$ cat config.mk
export PLATFORM = sky130hd
export DESIGN_NAME = axis_byte_packer
export DESIGN_NICKNAME = d
export VERILOG_FILES = /design/src/rtl/axis_byte_packer_pkg.sv /design/src/rtl/axis_byte_packer.sv
export SDC_FILE = /design/constraint.sdc
export NUM_CORES = 1
export LEC_CHECK = 0
export ABC_AREA = 1
export BUFFER_PORTS_ARGS = -buffer_cell sky130_fd_sc_hd__buf_4
export CAP_MARGIN = 20
export CORE_ASPECT_RATIO = 2
export CORE_MARGIN = 2
export CORE_UTILIZATION = 40
export CTS_BUF_LIST = sky130_fd_sc_hd__clkbuf_2
export CTS_CLUSTER_DIAMETER = 60
export CTS_CLUSTER_SIZE = 14
export DETAILED_ROUTE_END_ITERATION = 10
export PLACE_DENSITY = 0.64
export REMOVE_ABC_BUFFERS = 1
export SLEW_MARGIN = 20
export SYNTH_ARGS = -nofsm -noshare
export SYNTH_HDL_FRONTEND = slang
export SYNTH_SLANG_ARGS = --single-unit
$ cat constraint.sdc
create_clock -name aclk -period 3.4 [get_ports aclk]
set_input_delay 1.02 -clock aclk [delete_from_list [all_inputs] [get_ports aclk]]
set_output_delay 1.02 -clock aclk [all_outputs]
set_load 0.02 [all_outputs]
$ cat src/rtl/axis_byte_packer_pkg.sv
// Shared helpers for the byte packer: lane-enable type and the
// count-to-contiguous-tkeep conversion.
package axis_byte_packer_pkg;

  // Widest beat any instance may use; instances truncate to their own N.
  localparam int MAX_N = 32;

  typedef logic [MAX_N-1:0] keep_t;

  // Contiguous lane-enable mask with the low 'cnt' lanes set.
  function automatic keep_t keep_from_count(input int cnt);
    keep_t k;
    k = '0;
    for (int i = 0; i < MAX_N; i++) begin
      if (i < cnt) k[i] = 1'b1;
    end
    return k;
  endfunction

endpackage

$ cat src/rtl/axis_byte_packer.sv
// Byte-wide AXI-Stream to N-byte beat packer with tkeep/tlast.
// Bytes collect in an accumulator; a finished beat moves to the output
// register as soon as the output slot is free, otherwise it is parked in
// the accumulator (pend) and input is stalled.
// Optional feature: define AXIS_PACKER_FLUSH_EN to flush a partial beat
// after FLUSH_CYCLES idle cycles.
module axis_byte_packer
  import axis_byte_packer_pkg::*;
#(
  parameter int N            = 4,
  parameter int FLUSH_CYCLES = 16
) (
  input  logic           aclk,
  input  logic           areset,
  input  logic [7:0]     in_tdata,
  input  logic           in_tvalid,
  input  logic           in_tlast,
  output logic           in_tready,
  output logic [N*8-1:0] out_tdata,
  output logic [N-1:0]   out_tkeep,
  output logic           out_tlast,
  output logic           out_tvalid,
  input  logic           out_tready
);

  localparam int CW = $clog2(N + 1);

  logic [N-1:0][7:0] acc_data_reg, acc_data_next;
  logic [CW-1:0]     count_reg, count_next;
  logic              acc_last_reg, acc_last_next;
  logic              pend_reg, pend_next;
  logic [N*8-1:0]    out_data_reg, out_data_next;
  logic [N-1:0]      out_keep_reg, out_keep_next;
  logic              out_last_reg, out_last_next;
  logic              out_valid_reg, out_valid_next;

  logic              accept;
  logic              complete_byte;
  logic              slot_free;
  logic              flush_req;
  logic [CW-1:0]     count_inc;
  logic [N-1:0][7:0] merged_data;

  assign in_tready     = !pend_reg;
  assign accept        = in_tvalid && !pend_reg;
  assign slot_free     = !out_valid_reg || out_tready;
  assign count_inc     = count_reg + 1'b1;
  assign complete_byte = accept && ((count_reg == CW'(N - 1)) || in_tlast);

  // Accumulator contents with the incoming byte dropped into its lane.
  generate
    for (genvar gi = 0; gi < N; gi++) begin : g_lane
      assign merged_data[gi] = (accept && (count_reg == CW'(gi))) ? in_tdata
                                                                   : acc_data_reg[gi];
    end
  endgenerate

`ifdef AXIS_PACKER_FLUSH_EN
  localparam int FW = $clog2(FLUSH_CYCLES + 1);

  logic [FW-1:0] idle_reg;
  logic          idle_cond;

  assign idle_cond = (count_reg != '0) && !pend_reg && !accept;
  assign flush_req = idle_cond && (idle_reg == FW'(FLUSH_CYCLES - 1));

  // Count idle cycles while a partial beat sits in the accumulator.
  always_ff @(posedge aclk or posedge areset) begin
    if (areset) begin
      idle_reg <= '0;
    end else if (!idle_cond || flush_req) begin
      idle_reg <= '0;
    end else begin
      idle_reg <= idle_reg + 1'b1;
    end
  end
`else
  assign flush_req = 1'b0;
`endif

  // Decide what the accumulator and output register hold next cycle.
  always_comb begin
    logic              emit;
    logic [N-1:0][7:0] emit_data;
    logic [CW-1:0]     emit_cnt;
    logic              emit_last;

    acc_data_next  = acc_data_reg;
    count_next     = count_reg;
    acc_last_next  = acc_last_reg;
    pend_next      = pend_reg;
    out_data_next  = out_data_reg;
    out_keep_next  = out_keep_reg;
    out_last_next  = out_last_reg;
    out_valid_next = out_valid_reg;
    emit           = 1'b0;
    emit_data      = acc_data_reg;
    emit_cnt       = count_reg;
    emit_last      = acc_last_reg;

    if (pend_reg) begin
      // A parked beat leaves as soon as the output slot opens.
      if (slot_free) emit = 1'b1;
    end else if (complete_byte) begin
      if (slot_free) begin
        emit      = 1'b1;
        emit_data = merged_data;
        emit_cnt  = count_inc;
        emit_last = in_tlast;
      end else begin
        acc_data_next = merged_data;
        count_next    = count_inc;
        acc_last_next = in_tlast;
        pend_next     = 1'b1;
      end
    end else if (accept) begin
      acc_data_next = merged_data;
      count_next    = count_inc;
    end else if (flush_req) begin
      // Timed-out partial beat: never marked as frame end.
      emit_last = 1'b0;
      if (slot_free) begin
        emit = 1'b1;
      end else begin
        acc_last_next = 1'b0;
        pend_next     = 1'b1;
      end
    end

    if (emit) begin
      out_data_next  = emit_data;
      out_keep_next  = N'(keep_from_count(int'(emit_cnt)));
      out_last_next  = emit_last;
      out_valid_next = 1'b1;
      acc_data_next  = '0;
      count_next     = '0;
      acc_last_next  = 1'b0;
      pend_next      = 1'b0;
    end else if (out_tready) begin
      out_valid_next = 1'b0;
    end
  end

  // State registers; reset drops any partial beat.
  always_ff @(posedge aclk or posedge areset) begin
    if (areset) begin
      acc_data_reg  <= '0;
      count_reg     <= '0;
      acc_last_reg  <= 1'b0;
      pend_reg      <= 1'b0;
      out_data_reg  <= '0;
      out_keep_reg  <= '0;
      out_last_reg  <= 1'b0;
      out_valid_reg <= 1'b0;
    end else begin
      acc_data_reg  <= acc_data_next;
      count_reg     <= count_next;
      acc_last_reg  <= acc_last_next;
      pend_reg      <= pend_next;
      out_data_reg  <= out_data_next;
      out_keep_reg  <= out_keep_next;
      out_last_reg  <= out_last_next;
      out_valid_reg <= out_valid_next;
    end
  end

  assign out_tdata  = out_data_reg;
  assign out_tkeep  = out_keep_reg;
  assign out_tlast  = out_last_reg;
  assign out_tvalid = out_valid_reg;

endmodule

== Word level (Yosys, flattened, before mapping) ==
Index checks and enable logic that the tools add are counted.
Operators by class
  add/sub/neg operators: 1
  order comparisons: 4
  equality and inequality tests: 6
  mux-type cells: 40
  reductions and logical operators: 16
Operators by type and width (number)
  2-to-1 mux 32 bit: 8
  2-to-1 mux 8 bit: 4
  2-to-1 mux 3 bit: 8
  2-to-1 mux 1 bit: 20
  equality test 3 x 2 -> 1 bit (second input constant): 2
  logical AND 1 bit: 6
  less-than comparator 1 x 3 -> 1 bit (first input constant): 2
  less-than comparator 2 x 3 -> 1 bit (first input constant): 2
  AND reduction 3 bit: 2
  inequality test 2 x 1 -> 1 bit (second input constant): 2
  nonzero test 2 bit: 2
  adder 3 x 1 -> 3 bit (second input constant): 1
  equality test 3 x 1 -> 1 bit (second input constant): 1
  logical NOT 3 bit: 1
  inequality test 3 x 2 -> 1 bit (second input constant): 1
  nonzero test 3 bit: 1
  logical NOT 1 bit: 2
  logical OR 1 bit: 2
Storage, ports and cells
  register bits after elaboration: 75
  word-level logic and storage cells: 78

== Longest topological paths before layout ==
Gate-level depths: netlist of run 1.
  depth in word-level cells: 8
  gate-level depth with buffers: 10
  depth with buffers taken out: 10

== Worst setup path after synthesis of run 1 ==
No wires, ideal clock.
  path type: input port to flip-flop
  start: in out_tready
  end: reg acc_data_reg[24] in the netlist's numbering
  data arrival time: 1.848 ns
  path slack: 1.433 ns
  stages on the path: 7
  buffers on the path: 1
  path through: inv_1 nand2_2 nand2_1 nand2_4 inv_2 buf_4 and2_1
On the way
  word-level cells in the longest chain between the ends: 6
  elaborated cells between the ends (all ways): 9
  those cells by class: 2 x eq/ne; 4 x mux; 3 x reduce/logical
RTL lines
  start, declared: line axis_byte_packer.sv:23  | input logic out_tready
  logical OR 1 bit *: line axis_byte_packer.sv:46  | assign slot_free = !out_valid_reg || out_tready;
  2-to-1 mux 1 bit: line axis_byte_packer.sv:103, axis_byte_packer.sv:105
  2-to-1 mux 1 bit: line axis_byte_packer.sv:104  | end else if (complete_byte) begin
  2-to-1 mux 1 bit: line axis_byte_packer.sv:101  | if (pend_reg) begin
  inequality test 3 x 2 -> 1 bit (no source line) (tied with other cells)
  AND reduction 3 bit (no source line)
  end signal, assigned: line axis_byte_packer.sv:156  | acc_data_reg <= acc_data_next;
  end, declared: line axis_byte_packer.sv:28  | logic [N-1:0][7:0] acc_data_reg, acc_data_next;
Every way passes the cells marked *; elsewhere a longest branch is shown, timed or not.
A chain may end at the register's enable or synchronous reset.

== Worst setup path in the final report of run 1 ==
  start: reg pend_reg
  end: out in_tready
On the way
  word-level cells in the longest chain between the ends: 1
RTL lines
  start, declared: line axis_byte_packer.sv:31  | logic pend_reg, pend_next;
  start signal, assigned: line axis_byte_packer.sv:159  | pend_reg <= pend_next;
  logical NOT 1 bit: line axis_byte_packer.sv:44  | assign in_tready = !pend_reg;
  end, declared: line axis_byte_packer.sv:18  | output logic in_tready,
No other way between the ends.

==> impl_metrics.json, run 1 <==
{
  "num_vias": 3067,
  "cp_max_fo": 4,
  "clock_latency_ns": 0.54,
  "place.gp.congestion": 0.881,
  "ir_drop_uv": 333,
  "htree_levels": 3,
  "n_fill_cell": 880,
  "synthCells": 454,
  "drtPass1Iterations": 4,
  "crit_path_end_kind": "output pin",
  "r2r_start": "count_reg[0]$_DFFE_PP0P_",
  "cp.arrival_ns": 1.28,
  "port_buffers": 51,
  "synth.cell_area_mm2": 0.00354,
  "yosys_warnings": 0,
  "syn_to_final_growth_pct": 15.5,
  "postCtsHoldBufs": 0,
  "start_util_pct": 41.2,
  "setup.worst_path.start_class": "flip-flop",
  "synth.avg_cell_area_um2": 7.79,
  "ff2ff_setup_slack_ns": 1.18,
  "cts_inserted_buffers": 9,
  "clock_skew_ns": 0.0286,
  "route.detailed.drc": 0,
  "fin_nets": 524,
  "rows": 48,
  "tritoncts": "built",
  "core_mm2": 0.00859,
  "grt_max_degree": 76,
  "status": "completed",
  "dpl_worst_slack_ns": 0.834,
  "min_path_type": "flip-flop to flip-flop",
  "drv_slew": 0,
  "hold_viol_final": 0,
  "power.leakage_uw": 0.00225,
  "cts_sinks": 75,
  "ys_seq_elements": 75,
  "p_per_area_mw_per_mm2": 822,
  "hold_end": "out_tdata[9]$_DFFE_PP0P_",
  "fin_crit_sh_pct": 67.5,
  "reg2reg_to": "acc_data_reg[29]$_DFFE_PP0P_",
  "die_x_um": 70.5,
  "wl_per_cell_um": 14.3,
  "grt_overflow": 0,
  "worstHoldStart": "acc_data_reg[9]$_DFFE_PP0P_",
  "reg2regPathDepth": 9,
  "setup_violations": 0,
  "period_needed_ns": 2.30,
  "worstSetupPathType": "flip-flop to output pin",
  "setup_tns_ns": 0,
  "ys_seq_area_share_pct": 53.0,
  "io_pins": 52,
  "cts.path.max_buffers": 2,
  "avgViaCountPerCell": 5.04,
  "drtIter0Drc": 209,
  "cts.repair.resized": 0,
  "whs_path_depth": 2,
  "drt-total-wl_mm": 8.72,
  "dpl.hpwl_mm": 5.94,
  "cts_root_buffer": "clkbuf_2",
  "cap_viol_max_count": 0,
  "grt_pass1_vias": 2948,
  "ant_nets": 0,
  "finalWorstSetupSlack_ns": 1.10,
  "drive_gt1_share_pct": 15.7,
  "required_ns": 2.38,
  "max_freq_mhz": 436,
  "worst_pin_slew_ns": 0.671,
  "grt_pass1_wl_mm": 14.3,
  "die_h_um": 137,
  "grt_util_all_layers_pct": 19.1,
  "dpl_cell_area_mm2": 0.00402,
  "die-area_mm2": 0.00966,
  "antenna_found_initial": 1,
  "path_clk_slew_ns": 0.17,
  "max-slew-margin-rel_pct": 54.8,
  "grt_setup_unrepaired": "no",
  "post_cts_buffers": 0,
  "final_area_mm2": 0.00409,
  "yosys.cell_types.count": 18
}
## metrics by stage
stage	power, uW	utilization (%)	hold slack [ns]	instances
after floorplan	2410	-	0.465	441
after global placement	2980	46.8	0.466	595
after detailed placement	3010	46.8	0.472	595
after CTS	3390	47.5	0.505	608
after global routing	3630	47.6	0.534	609
final	3360	47.6	0.505	609
## metal layers
layer | part of all wire (%) | GRT usage (%)
met1 | 40 | 21.9
met2 | 53 | 33.7
met3 | 3.1 | 3.61
met4 | 3.4 | 8.97
met5 | 0 | 0
## cell usage in the layout (no fill, tap or decap)
master,netlist,final
a21oi_1,1,1
and2_1,8,8
buf_12,0,2
buf_4,4,52
clkbuf_2,0,12
clkinv_1,0,1
dfrtp_1,75,75
diode_2,0,1
ha_1,5,5
inv_1,44,43
inv_2,4,5
nand2_1,188,188
nand2_2,1,1
nand2_4,3,3
nand3_1,66,66
nand4_1,1,1
nor2_1,28,28
nor2_2,3,3
nor2_4,2,2
o21ai_0,9,9
o21ai_1,3,3
## worst max path at each step
stage | start | end | slack, ns | cells after the start
5_1_grt | count_reg[0]$_DFFE_PP0P_ | out_tkeep[3]$_DFFE_PP0P_ | 0.97 | 10
3_3_place_gp | out_tready | out_tdata[30]$_DFFE_PP0P_ | 0.86 | 9
6_report | pend_reg$_DFF_PP0_ | in_tready | 1.10 | 2
2_1_floorplan | areset | acc_data_reg[0]$_DFFE_PP0P_ | 0.47 | 1
3_5_place_dp | out_tready | out_tdata[10]$_DFFE_PP0P_ | 0.83 | 9
4_1_cts | pend_reg$_DFF_PP0_ | in_tready | 1.07 | 2
## cells by family after synthesis
family	Yosys count	synth area share, %
fa+ha+maj	5	1.77
buf+inv	61	7.21
compound gates	13	1.84
flops	75	53.0
simple gates	300	36.1
## worst max-delay path, stage by stage, from the launching register on
cell and delay (ns):
dfrtp_1 0.48, inv_2 0.12, buf_4 0.15
## power by group
group          internal, uW  total, uW  switching, uW
clock network          91.9        385            293
logic                   566       1510            945
registers              1240       1460            220
## synth_stat cells (all sizes together)
cell | n | area (um^2)
nor2 | 33 | 146
a21oi | 1 | 5.00
nand4 | 1 | 6.26
o21ai | 12 | 60.1
nand2 | 192 | 746
and2 | 8 | 50.1
ha | 5 | 62.6
buf | 13 | 75.1
dfrtp | 75 | 1880
inv | 48 | 180
nand3 | 66 | 330
## cell type report
type	instances	area, um^2	area share, %
flip-flops and latches	75	1880	45.9
multi-input cells	318	1410	34.4
repair buffers	54	430	10.5
inverters	48	180	4.41
well taps	100	125	3.06
clock buffers	12	60.1	1.47
clock inverters	1	3.75	0.0919
diodes	1	2.50	0.0613
Note: power is estimated with default switching activity, not from simulation.
==> run 2: changes to the inputs <==
--- a/config.mk
+++ b/config.mk
@@ -15,7 +15,7 @@
 export CTS_CLUSTER_DIAMETER = 60
 export CTS_CLUSTER_SIZE = 14
 export DETAILED_ROUTE_END_ITERATION = 10
-export PLACE_DENSITY = 0.64
+export PLACE_DENSITY = 0.67
 export REMOVE_ABC_BUFFERS = 1
 export SLEW_MARGIN = 20
 export SYNTH_ARGS = -nofsm -noshare
==> constraint.sdc (replaced) <==
create_clock -name aclk -period 2 [get_ports aclk]
set_input_delay 0.6 -clock aclk [delete_from_list [all_inputs] [get_ports aclk]]
set_output_delay 0.6 -clock aclk [all_outputs]
set_load 0.02 [all_outputs]
==> impl_metrics.json, run 2 (same netlist as run 1, synthesis figures left out) <==
{
  "tritoncts": "built",
  "grt_setup_unrepaired": "no",
  "final_area_mm2": 0.00421,
  "min_path_type": "input port to flip-flop",
  "antenna_found_initial": 1,
  "final_util_pct": 49.0,
  "ir_drop_uv": 582,
  "period_needed_ns": 1.84,
  "grt_util_all_layers_pct": 19.8,
  "num_vias": 3040,
  "path_clk_slew_ns": 0.19,
  "drt-total-wl_mm": 8.76,
  "hold_viol_final": 0,
  "grt_pass1_vias": 3016,
  "die_x_um": 70.5,
  "dpl.hpwl_mm": 6.27,
  "power.leakage_uw": 0.00231,
  "required_ns": 1.40,
  "status": "completed",
  "p_per_area_mw_per_mm2": 1370,
  "drtIter0Drc": 211,
  "worst_pin_slew_ns": 0.403,
  "cap_viol_max_count": 0,
  "setup_tns_ns": 0,
  "avgViaCountPerCell": 4.89,
  "r2r_start": "count_reg[2]$_DFFE_PP0P_",
  "crit_path_end_kind": "output pin",
  "fin_crit_sh_pct": 91.9,
  "cpPeakStageDelay_ns": 0.48,
  "worstPathCellList": "inv_2 > buf_4",
  "io_pins": 52,
  "post_cts_buffers": 0,
  "dpl_cell_area_mm2": 0.00413,
  "worstSetupPathType": "flip-flop to output pin",
  "n_fill_cell": 866,
  "die_h_um": 137,
  "drv_slew": 0,
  "cts_inserted_buffers": 9,
  "layout_common_cells": "nand2_1, dfrtp_1, nand3_1, buf_4, inv_1",
  "layout.cells.most_common": "nand2_1",
  "drive_gt1_share_pct": 17.1,
  "wl_per_cell_um": 14.1,
  "cts.repair.resized": 0,
  "cp_slowest_cell": "dfrtp_1",
  "core_mm2": 0.00859,
  "setup.worst_path.start_class": "flip-flop",
  "critical_path.startpoint": "pend_reg$_DFF_PP0_",
  "max_freq_mhz": 544,
  "cts.path.max_buffers": 2,
  "cp.arrival_ns": 1.24,
  "cts_sinks": 75,
  "cts_root_buffer": "clkbuf_2",
  "clock_skew_ns": 0.0163,
  "setup_violations": 0,
  "rows": 48,
  "cp_max_fo": 4,
  "path_buf_inv": 2,
  "start_util_pct": 41.2,
  "grt_pass1_wl_mm": 14.6,
  "worstHoldStart": "in_tlast",
  "port_buffers": 51,
  "syn_to_final_growth_pct": 18.9,
  "route.detailed.drc": 0,
  "place.gp.congestion": 0.909,
  "clock_latency_ns": 0.51,
  "drtPass1Iterations": 4,
  "htree_levels": 3,
  "fin_nets": 536,
  "ant_nets": 0,
  "grt_overflow": 0,
  "max-slew-margin-rel_pct": 72.8,
  "crit_family": "flip-flops",
  "grt_max_degree": 45,
  "die-area_mm2": 0.00966
}
[run 2: cell types whose count changed in the layout (fill, tap and decap cells not counted)]
cell,previous run,this run
buf_12,2,4
dlygate4sd3_1,0,1
clkbuf_2,12,9
clkinv_1,1,4
clkinvlp_4,0,1
buf_4,52,61
[run 2: metrics by stage]
stage | std cells | total power, uW | worst slack (ns) | hold WS (ns)
floorplan | 441 | 4090 | -0.510 | 0.465
global route | 622 | 6260 | 0.0249 | 0.260
detailed placement | 606 | 5200 | 0.179 | 0.471
CTS | 620 | 5840 | 0.108 | 0.00538
finish | 622 | 5760 | 0.161 | 0.331
global placement | 606 | 5140 | 0.215 | 0.465
[run 2: final cells by class]
type	instances	area (um^2)	area share, %
well taps	100	125	2.97
flip-flops and latches	75	1880	44.6
multi-input cells	318	1410	33.4
inverters	48	180	4.28
repair buffers	66	548	13.0
clock buffers	9	45.0	1.07
clock inverters	5	22.5	0.535
diodes	1	2.50	0.0595
[run 2: what timing repair did]
action	in CTS	in global routing
hold buffers	0	1
endpoints found under the hold margin	0	6
endpoints found under the setup margin	0	0
[run 2: final timing paths]
kind	to	slack, ns	cells past startpoint
max	in_tready	0.16	2
min	out_tlast$_DFFE_PP0P_	0.33	3
max reg2reg	acc_data_reg[28]$_DFFE_PP0P_	0.19	9
min reg2reg	out_tdata[24]$_DFFE_PP0P_	0.51	2
max in group asynchronous	out_tdata[25]$_DFFE_PP0P_	0.81	4
min in group asynchronous	out_tlast$_DFFE_PP0P_	0.61	3
[run 2: metal layers]
layer  up-vias  GRT usage [%]  part of all wire, %
li1       1537              -                    -
met5         -              0                    0
met2        56           35.5                   55
met3        12           4.27                  3.4
met1      1435           21.8                   39
met4         0           9.51                  2.1
[run 2: worst min-delay path, stage by stage]
cell	delay (ns)
buf_4	0.10
nand2_1	0.05
nand3_1	0.07
[run 2: power breakdown]
group / switching [uW] / total (uW) / internal, uW
registers: 356 / 2460 / 2110
logic: 1630 / 2660 / 1030
clock network: 499 / 633 / 134
